`config.mk`:
```
export PLATFORM = sky130hd
export DESIGN_NAME = load_store_unit_flat
export DESIGN_NICKNAME = d
export VERILOG_FILES = /design/src/rtl/load_store_unit_if.sv /design/src/rtl/load_store_unit.sv /design/src/flat_wrapper.sv
export SDC_FILE = /design/constraint.sdc
export NUM_CORES = 1
export LEC_CHECK = 0
export BUFFER_PORTS_ARGS = -buffer_cell sky130_fd_sc_hd__buf_2
export CAP_MARGIN = 20
export CORE_MARGIN = 5
export CORE_UTILIZATION = 56
export CTS_BUF_LIST = sky130_fd_sc_hd__clkbuf_4
export DETAILED_ROUTE_END_ITERATION = 6
export GPL_ROUTABILITY_DRIVEN = 0
export GPL_TIMING_DRIVEN = 1
export PLACE_DENSITY = 0.88
export SLEW_MARGIN = 15
export SYNTH_ARGS = -nofsm -noshare
export SYNTH_HDL_FRONTEND = slang
export SYNTH_SLANG_ARGS = --single-unit
```
`constraint.sdc`:
```
create_clock -name clk -period 7.2 [get_ports clk]
set_clock_uncertainty 0.2 [all_clocks]
set_input_delay 0.36 -clock clk [delete_from_list [all_inputs] [get_ports clk]]
set_output_delay 0.36 -clock clk [all_outputs]
set_load 0.005 [all_outputs]
```
`src/rtl/load_store_unit_if.sv`:
```
// Data-memory bus between the load/store unit (master) and data memory (slave).
// A transfer completes in the cycle mem_ready is sampled high while mem_req is high.
interface load_store_unit_if #(
    parameter int ADDR_WIDTH = 32
) ();
    logic                  mem_req;
    logic                  mem_we;
    logic [ADDR_WIDTH-1:0] mem_addr;
    logic [3:0]            mem_be;
    logic [31:0]           mem_wdata;
    logic                  mem_ready;
    logic [31:0]           mem_rdata;

    modport master (
        output mem_req, mem_we, mem_addr, mem_be, mem_wdata,
        input  mem_ready, mem_rdata
    );

    modport slave (
        input  mem_req, mem_we, mem_addr, mem_be, mem_wdata,
        output mem_ready, mem_rdata
    );
endinterface

```
`src/rtl/load_store_unit.sv`:
```
// Load/store unit: checks alignment, lane-shifts store data, runs one memory
// handshake per accepted start and extracts/extends the loaded value.
// Unrecognised split options behave as lw. An unusual store mask is classified
// by its widest lane: bit 3 set means word, else bit 1 set means halfword.
module load_store_unit #(
    parameter int ADDR_WIDTH = 32,
    parameter int TIMEOUT    = 16
) (
    input  logic                  clk,
    input  logic                  rst_n,
    input  logic                  start,
    input  logic [3:0]            memory_write_enable,
    input  logic [2:0]            memory_split_option,
    input  logic [ADDR_WIDTH-1:0] address,
    input  logic [31:0]           store_data,
    output logic                  busy,
    output logic                  done,
    output logic [31:0]           load_data,
    output logic                  misaligned,
    output logic                  bus_error,
    load_store_unit_if.master     mem
);

    typedef enum logic [1:0] {
        IDLE = 2'd0,
        REQ  = 2'd1,
        DONE = 2'd2
    } state_t;

    state_t state_q, state_d;

    logic [7:0]            cnt_q;
    logic                  mis_q;
    logic                  berr_q;

    // Request captured at start; held stable for the whole REQ phase.
    logic                  we_p1;
    logic [ADDR_WIDTH-1:0] addr_p1;
    logic [3:0]            be_p1;
    logic [31:0]           wdata_p1;
    logic [2:0]            opt_p1;
    logic [1:0]            off_p1;

    logic                  is_store;
    logic                  is_word;
    logic                  is_half;
    logic                  aligned;
    logic                  last_try;

    // Sign/zero extension of the addressed lane(s) of the read word.
    function automatic logic [31:0] extract_load(input logic [2:0]  opt,
                                                 input logic [1:0]  off,
                                                 input logic [31:0] rdata);
        logic        [31:0] w;
        logic signed [7:0]  b;
        logic signed [15:0] h;
        logic signed [31:0] r;
        w = rdata >> {off, 3'b000};
        b = w[7:0];
        h = w[15:0];
        case (opt)
            3'b001:  r = h;
            3'b010:  r = {16'h0000, w[15:0]};
            3'b011:  r = b;
            3'b100:  r = {24'h000000, w[7:0]};
            default: r = rdata;
        endcase
        return r;
    endfunction

    // Access classification and alignment of the incoming request.
    always_comb begin
        is_store = (memory_write_enable != 4'b0000);
        is_word  = 1'b0;
        is_half  = 1'b0;
        if (is_store) begin
            is_word = memory_write_enable[3];
            is_half = !memory_write_enable[3] && memory_write_enable[1];
        end else begin
            is_half = (memory_split_option == 3'b001) || (memory_split_option == 3'b010);
            is_word = !is_half && (memory_split_option != 3'b011)
                               && (memory_split_option != 3'b100);
        end
        aligned = !(is_word && (address[1:0] != 2'b00)) && !(is_half && address[0]);
    end

    // State register.
    always_ff @(posedge clk) begin
        if (!rst_n) begin
            state_q <= IDLE;
        end else begin
            state_q <= state_d;
        end
    end

    // Next-state and bus/status outputs; bus outputs are zero outside REQ.
    always_comb begin
        state_d       = state_q;
        busy          = 1'b0;
        done          = 1'b0;
        misaligned    = 1'b0;
        bus_error     = 1'b0;
        mem.mem_req   = 1'b0;
        mem.mem_we    = 1'b0;
        mem.mem_addr  = '0;
        mem.mem_be    = 4'b0000;
        mem.mem_wdata = 32'h0;
        last_try      = (cnt_q == 8'(TIMEOUT - 1));
        case (state_q)
            IDLE: begin
                if (start) begin
                    state_d = aligned ? REQ : DONE;
                end
            end
            REQ: begin
                busy          = 1'b1;
                mem.mem_req   = 1'b1;
                mem.mem_we    = we_p1;
                mem.mem_addr  = addr_p1;
                mem.mem_be    = be_p1;
                mem.mem_wdata = wdata_p1;
                if (mem.mem_ready || last_try) begin
                    state_d = DONE;
                end
            end
            DONE: begin
                busy       = 1'b1;
                done       = 1'b1;
                misaligned = mis_q;
                bus_error  = berr_q;
                state_d    = IDLE;
            end
            default: begin
                state_d = IDLE;
            end
        endcase
    end

    // Capture the request lanes when an aligned access is accepted.
    always_ff @(posedge clk) begin
        if (state_q == IDLE && start && aligned) begin
            we_p1    <= is_store;
            addr_p1  <= {address[ADDR_WIDTH-1:2], 2'b00};
            be_p1    <= is_store ? (memory_write_enable << address[1:0]) : 4'b0000;
            wdata_p1 <= store_data << {address[1:0], 3'b000};
            opt_p1   <= memory_split_option;
            off_p1   <= address[1:0];
        end
    end

    // Timeout counter, completion flags and the held load result.
    always_ff @(posedge clk) begin
        if (!rst_n) begin
            cnt_q     <= 8'd0;
            mis_q     <= 1'b0;
            berr_q    <= 1'b0;
            load_data <= 32'h0;
        end else begin
            case (state_q)
                IDLE: begin
                    cnt_q <= 8'd0;
                    if (start) begin
                        mis_q  <= !aligned;
                        berr_q <= 1'b0;
                        if (!aligned) begin
                            load_data <= 32'h0;
                        end
                    end
                end
                REQ: begin
                    if (mem.mem_ready) begin
                        load_data <= we_p1 ? 32'h0 : extract_load(opt_p1, off_p1, mem.mem_rdata);
                    end else if (last_try) begin
                        berr_q    <= 1'b1;
                        load_data <= 32'h0;
                    end else begin
                        cnt_q <= cnt_q + 8'd1;
                    end
                end
                default: begin
                    cnt_q <= 8'd0;
                end
            endcase
        end
    end

endmodule
```
`src/flat_wrapper.sv`:
```
// flat-port wrapper written by rule: the top's interface ports become plain ports
module load_store_unit_flat 
#(
    parameter int ADDR_WIDTH = 32,
    parameter int TIMEOUT    = 16
)
  (clk, rst_n, start, memory_write_enable, memory_split_option, address, store_data, busy, done, load_data, misaligned, bus_error, mem_mem_req, mem_mem_we, mem_mem_addr, mem_mem_be, mem_mem_wdata, mem_mem_ready, mem_mem_rdata);
  load_store_unit_if #(.ADDR_WIDTH(ADDR_WIDTH)) mem_i ();
  input  logic clk;
  input  logic rst_n;
  input  logic start;
  input  logic [3:0] memory_write_enable;
  input  logic [2:0] memory_split_option;
  input  logic [ADDR_WIDTH-1:0] address;
  input  logic [31:0] store_data;
  output logic busy;
  output logic done;
  output logic [31:0] load_data;
  output logic misaligned;
  output logic bus_error;
  output wire logic [$bits(mem_i.mem_req)-1:0] mem_mem_req;
  output wire logic [$bits(mem_i.mem_we)-1:0] mem_mem_we;
  output wire logic [$bits(mem_i.mem_addr)-1:0] mem_mem_addr;
  output wire logic [$bits(mem_i.mem_be)-1:0] mem_mem_be;
  output wire logic [$bits(mem_i.mem_wdata)-1:0] mem_mem_wdata;
  input wire logic [$bits(mem_i.mem_ready)-1:0] mem_mem_ready;
  input wire logic [$bits(mem_i.mem_rdata)-1:0] mem_mem_rdata;
  assign mem_mem_req = mem_i.mem_req;
  assign mem_mem_we = mem_i.mem_we;
  assign mem_mem_addr = mem_i.mem_addr;
  assign mem_mem_be = mem_i.mem_be;
  assign mem_mem_wdata = mem_i.mem_wdata;
  assign mem_i.mem_ready = mem_mem_ready;
  assign mem_i.mem_rdata = mem_mem_rdata;
  load_store_unit #(.ADDR_WIDTH(ADDR_WIDTH), .TIMEOUT(TIMEOUT)) u_core (.clk(clk), .rst_n(rst_n), .start(start), .memory_write_enable(memory_write_enable), .memory_split_option(memory_split_option), .address(address), .store_data(store_data), .busy(busy), .done(done), .load_data(load_data), .misaligned(misaligned), .bus_error(bus_error), .mem(mem_i));
endmodule
```
==> impl_metrics.csv <==
group,metric,value,unit
logic_synthesis,ys.flop_type,"edfxtp_1",
clock_tree,tritoncts,"done",
clock_tree,cts_resized,0,
logic_synthesis,postSynth.asyncResetShare,0,%
worst_setup_path,crit_fanout,74,
worst_setup_path,required,7.42,ns
placement,hpwl,11900,µm
sta,min_period,4.01,ns
sta,holdWs,0.0246,ns
finish,register_area,3040,µm²
route,routedWlPerCell,18.7,µm
sta,setup_viol,0,
outcome,status,"complete, no violations",
floorplan,dieWidth,115,µm
route,avgViaCountPerCell,5.72,
logic_synthesis,yosysMostFrequentCell,"and2_1",
floorplan,start_util,57.0,%
global_route,grt_pass1_wl,29000,µm
global_route,grt_pass1_vias,5787,
logic_synthesis,synth-seq-cells,116,
logic_synthesis,synth_edf_count,72,
logic_synthesis,synth-seq-area-share,49.3,%
clock_tree,cts_buffers,17,
route,vias,5626,
finish,layout-drive-gt1-share,31.0,%
logic_synthesis,syn_inst,587,
logic_synthesis,synth_area_leaders,"edfxtp_1, dfxtp_1, mux2i_1, and2_1, nand2_1",
finish,fillers,728,
worst_setup_path,start_kind,"register",
floorplan,num_io_pins,213,
floorplan,dieArea,13200,µm²
route,route.met2.wl,9180,µm
sta,slew_viol_final,0,
worst_hold_path,min_from,"mem_mem_rdata[21]",
floorplan,coreArea,10800,µm²
sta,worst_pin_slew,1.13,ns
clock_tree,insertion_delay,0.51,ns
worst_setup_path,worstReg2RegEnd,"u_core.load_data[15]",
finish,syn_to_final_growth,31.1,%
floorplan,num_rows,38,
global_route,grt.total_usage,28.1,%
route,drc,0,
sta,hold_violations,0,
logic_synthesis,yosysWarnings,0,
clock_tree,cts-root-buf,"clkbuf_4",
placement,place.port_buffers,210,
logic_synthesis,yosysTopAreaCellShare,35.0,%
finish,fin_nets,942,
sta,slew_headroom,24.6,%
logic_synthesis,synth_largest_area_cell,"edfxtp_1",
route,drt_first_pass_iters,5,
run,drv_cap,0,
logic_synthesis,syn_avg_cell_area,10.5,µm²
worst_setup_path,r2r_setup_slack,3.19,ns
finish,diodes,0,
route,wl,18400,µm
floorplan,die_h,115,µm
sta,rsz0062_at_grt,"no",
logic_synthesis,syn_area,6170,µm²
route,dr_wl_met3,1600,µm
sta,fmax,0.250,GHz
sta,tns,0,ns
route,top_layer,"met4",
pwr,peakVddDrop,0.110,mV
global_route,antenna_found_initial,0,
global_route,grt_max_degree,75,
route,drt_iter0_markers,620,
clock_tree,postCtsSetupRepairBufs,0,
logic_synthesis,synth_common_cells,"and2_1, edfxtp_1, mux2i_1",
worst_hold_path,worstHoldPathCells,3,
clock_tree,clkTransAtPathRegs,0.10,ns
worst_setup_path,critPathKind,"register to register",
finish,final_util,74.7,%
worst_setup_path,end_kind,"register",
worst_setup_path,ff2ff_path_depth,7,
global_route,gr-total-overflow,0,
clock_tree,h-tree-depth,4,
logic_synthesis,ys_types,56,
worst_setup_path,critical_path_arrival,4.23,ns
finish,multi_input_area,2860,µm²
pwr,cellLeakagePower,3.60,nW
pwr,powerDensity,196,nW/µm²
worst_hold_path,min_to,"u_core.load_data[21]",
worst_hold_path,hold_path_class,"primary input to register",
clock_tree,cts_sinks,116,
clock_tree,cts.path.max_buffers,2,
worst_setup_path,worstReg2RegStart,"u_core.state_q[1]",
sta,fin_crit_sh,55.6,%
route,m1WireLength,6690,µm
route,final_antenna_net_count,0,
==> area by class of cell <==
class / instances / area share (%)
multi-input combinational: 419 / 35.3
clock buffer: 21 / 1.95
clock inverter: 11 / 2.26
tap: 140 / 2.16
timing repair buffer: 271 / 20.5
sequential: 116 / 37.6
inverter: 6 / 0.278
==> cells in the final DEF (no fill, tap or decap), drive strengths merged, types with 2 or more instances in the layout <==
| cell | instances |
|---|---|
| buf | 213 |
| and2 | 79 |
| edfxtp | 72 |
| mux2i | 60 |
| dlygate4sd3 | 58 |
| nand2 | 53 |
| dfxtp | 44 |
| nor2 | 35 |
| nor2b | 23 |
| o211ai | 23 |
| clkbuf | 21 |
| a21oi | 20 |
| o21ai | 20 |
| a211oi | 9 |
| nand3b | 9 |
| a31oi | 8 |
| o21a | 8 |
| nand3 | 7 |
| a2bb2oi | 7 |
| a311oi | 7 |
| inv | 6 |
| nand2b | 5 |
| bufinv | 5 |
| clkinv | 5 |
| mux2 | 4 |
| o2bb2ai | 4 |
| xnor2 | 4 |
| ha | 4 |
| xor2 | 3 |
| o221ai | 3 |
| nor3b | 3 |
| or2 | 2 |
| conb | 2 |
| nor4 | 2 |
| o31a | 2 |
| or3b | 2 |
==> sequential cells by signal, summed over array words and instances, names as in the netlist, 2 cells and up <==
name and flops:
u_core.cnt_q 8, u_core.opt_p1 3, u_core.off_p1 2, u_core.be_p1 4
u_core.state_q 2, u_core.load_data 32, u_core.addr_p1 30, u_core.wdata_p1 32
==> metrics by stage <==
step	power (mW)	cells	setup slack [ns]	area [µm²]
2_1_floorplan	0.921	588	2.36	6180
3_3_place_gp	0.991	893	3.47	7160
4_1_cts	1.58	983	3.23	8080
3_5_place_dp	1.00	893	3.29	7160
5_1_grt	1.65	984	2.81	8100
6_report	1.59	984	3.19	8100
==> kinds of logic after synthesis <==
logic type | synth area share [%]
AOI/OAI and AO/OA | 13.2
other | 0.0607
xor gates and xnor gates | 0.993
DFF | 49.3
and+or+nand+nor | 20.0
buffers and inverters | 4.84
muxes | 10.8
adders and majority gates | 0.811
==> critical path, cell delays in order, from the launching register on <==
cell      delay (ns)
dfxtp_1         0.34
inv_1           0.08
ha_2            0.83
nand2_2         0.33
nor3b_4         0.93
o211ai_1        0.50
or3b_2          0.58
mux2i_1         0.14
==> power by group <==
part | switching (mW) | total, mW | internal, mW
logic | 0.143 | 0.260 | 0.117
clock network | 0.242 | 0.565 | 0.323
registers | 0.0161 | 0.760 | 0.744
==> per-layer routing <==
metal,vias to the layer above,global-route usage [%]
li1,2599,-
met1,2608,32.2
met2,333,48.7
met3,86,7.16
met4,0,13.9
met5,-,0
==> how the worst max path moves through the flow <==
stage,slack (ns),from,to,depth (start not counted)
5_1_grt,2.81,u_core.state_q[1],u_core.load_data[15],7
4_1_cts,3.23,u_core.state_q[1],u_core.load_data[15],7
3_5_place_dp,3.29,u_core.state_q[1],u_core.load_data[15],7
3_3_place_gp,3.47,u_core.state_q[1],u_core.load_data[15],7
2_1_floorplan,2.36,memory_split_option[2],u_core.addr_p1[10],4
6_report,3.19,u_core.state_q[1],u_core.load_data[15],7
==> timing repair <==
item | CTS | global route
hold buffers | 58 | 0
endpoints found under the setup margin | 0 | 0
hold endpoints to repair | 60 | 0
No activity file was read; power rests on OpenSTA's default activity.
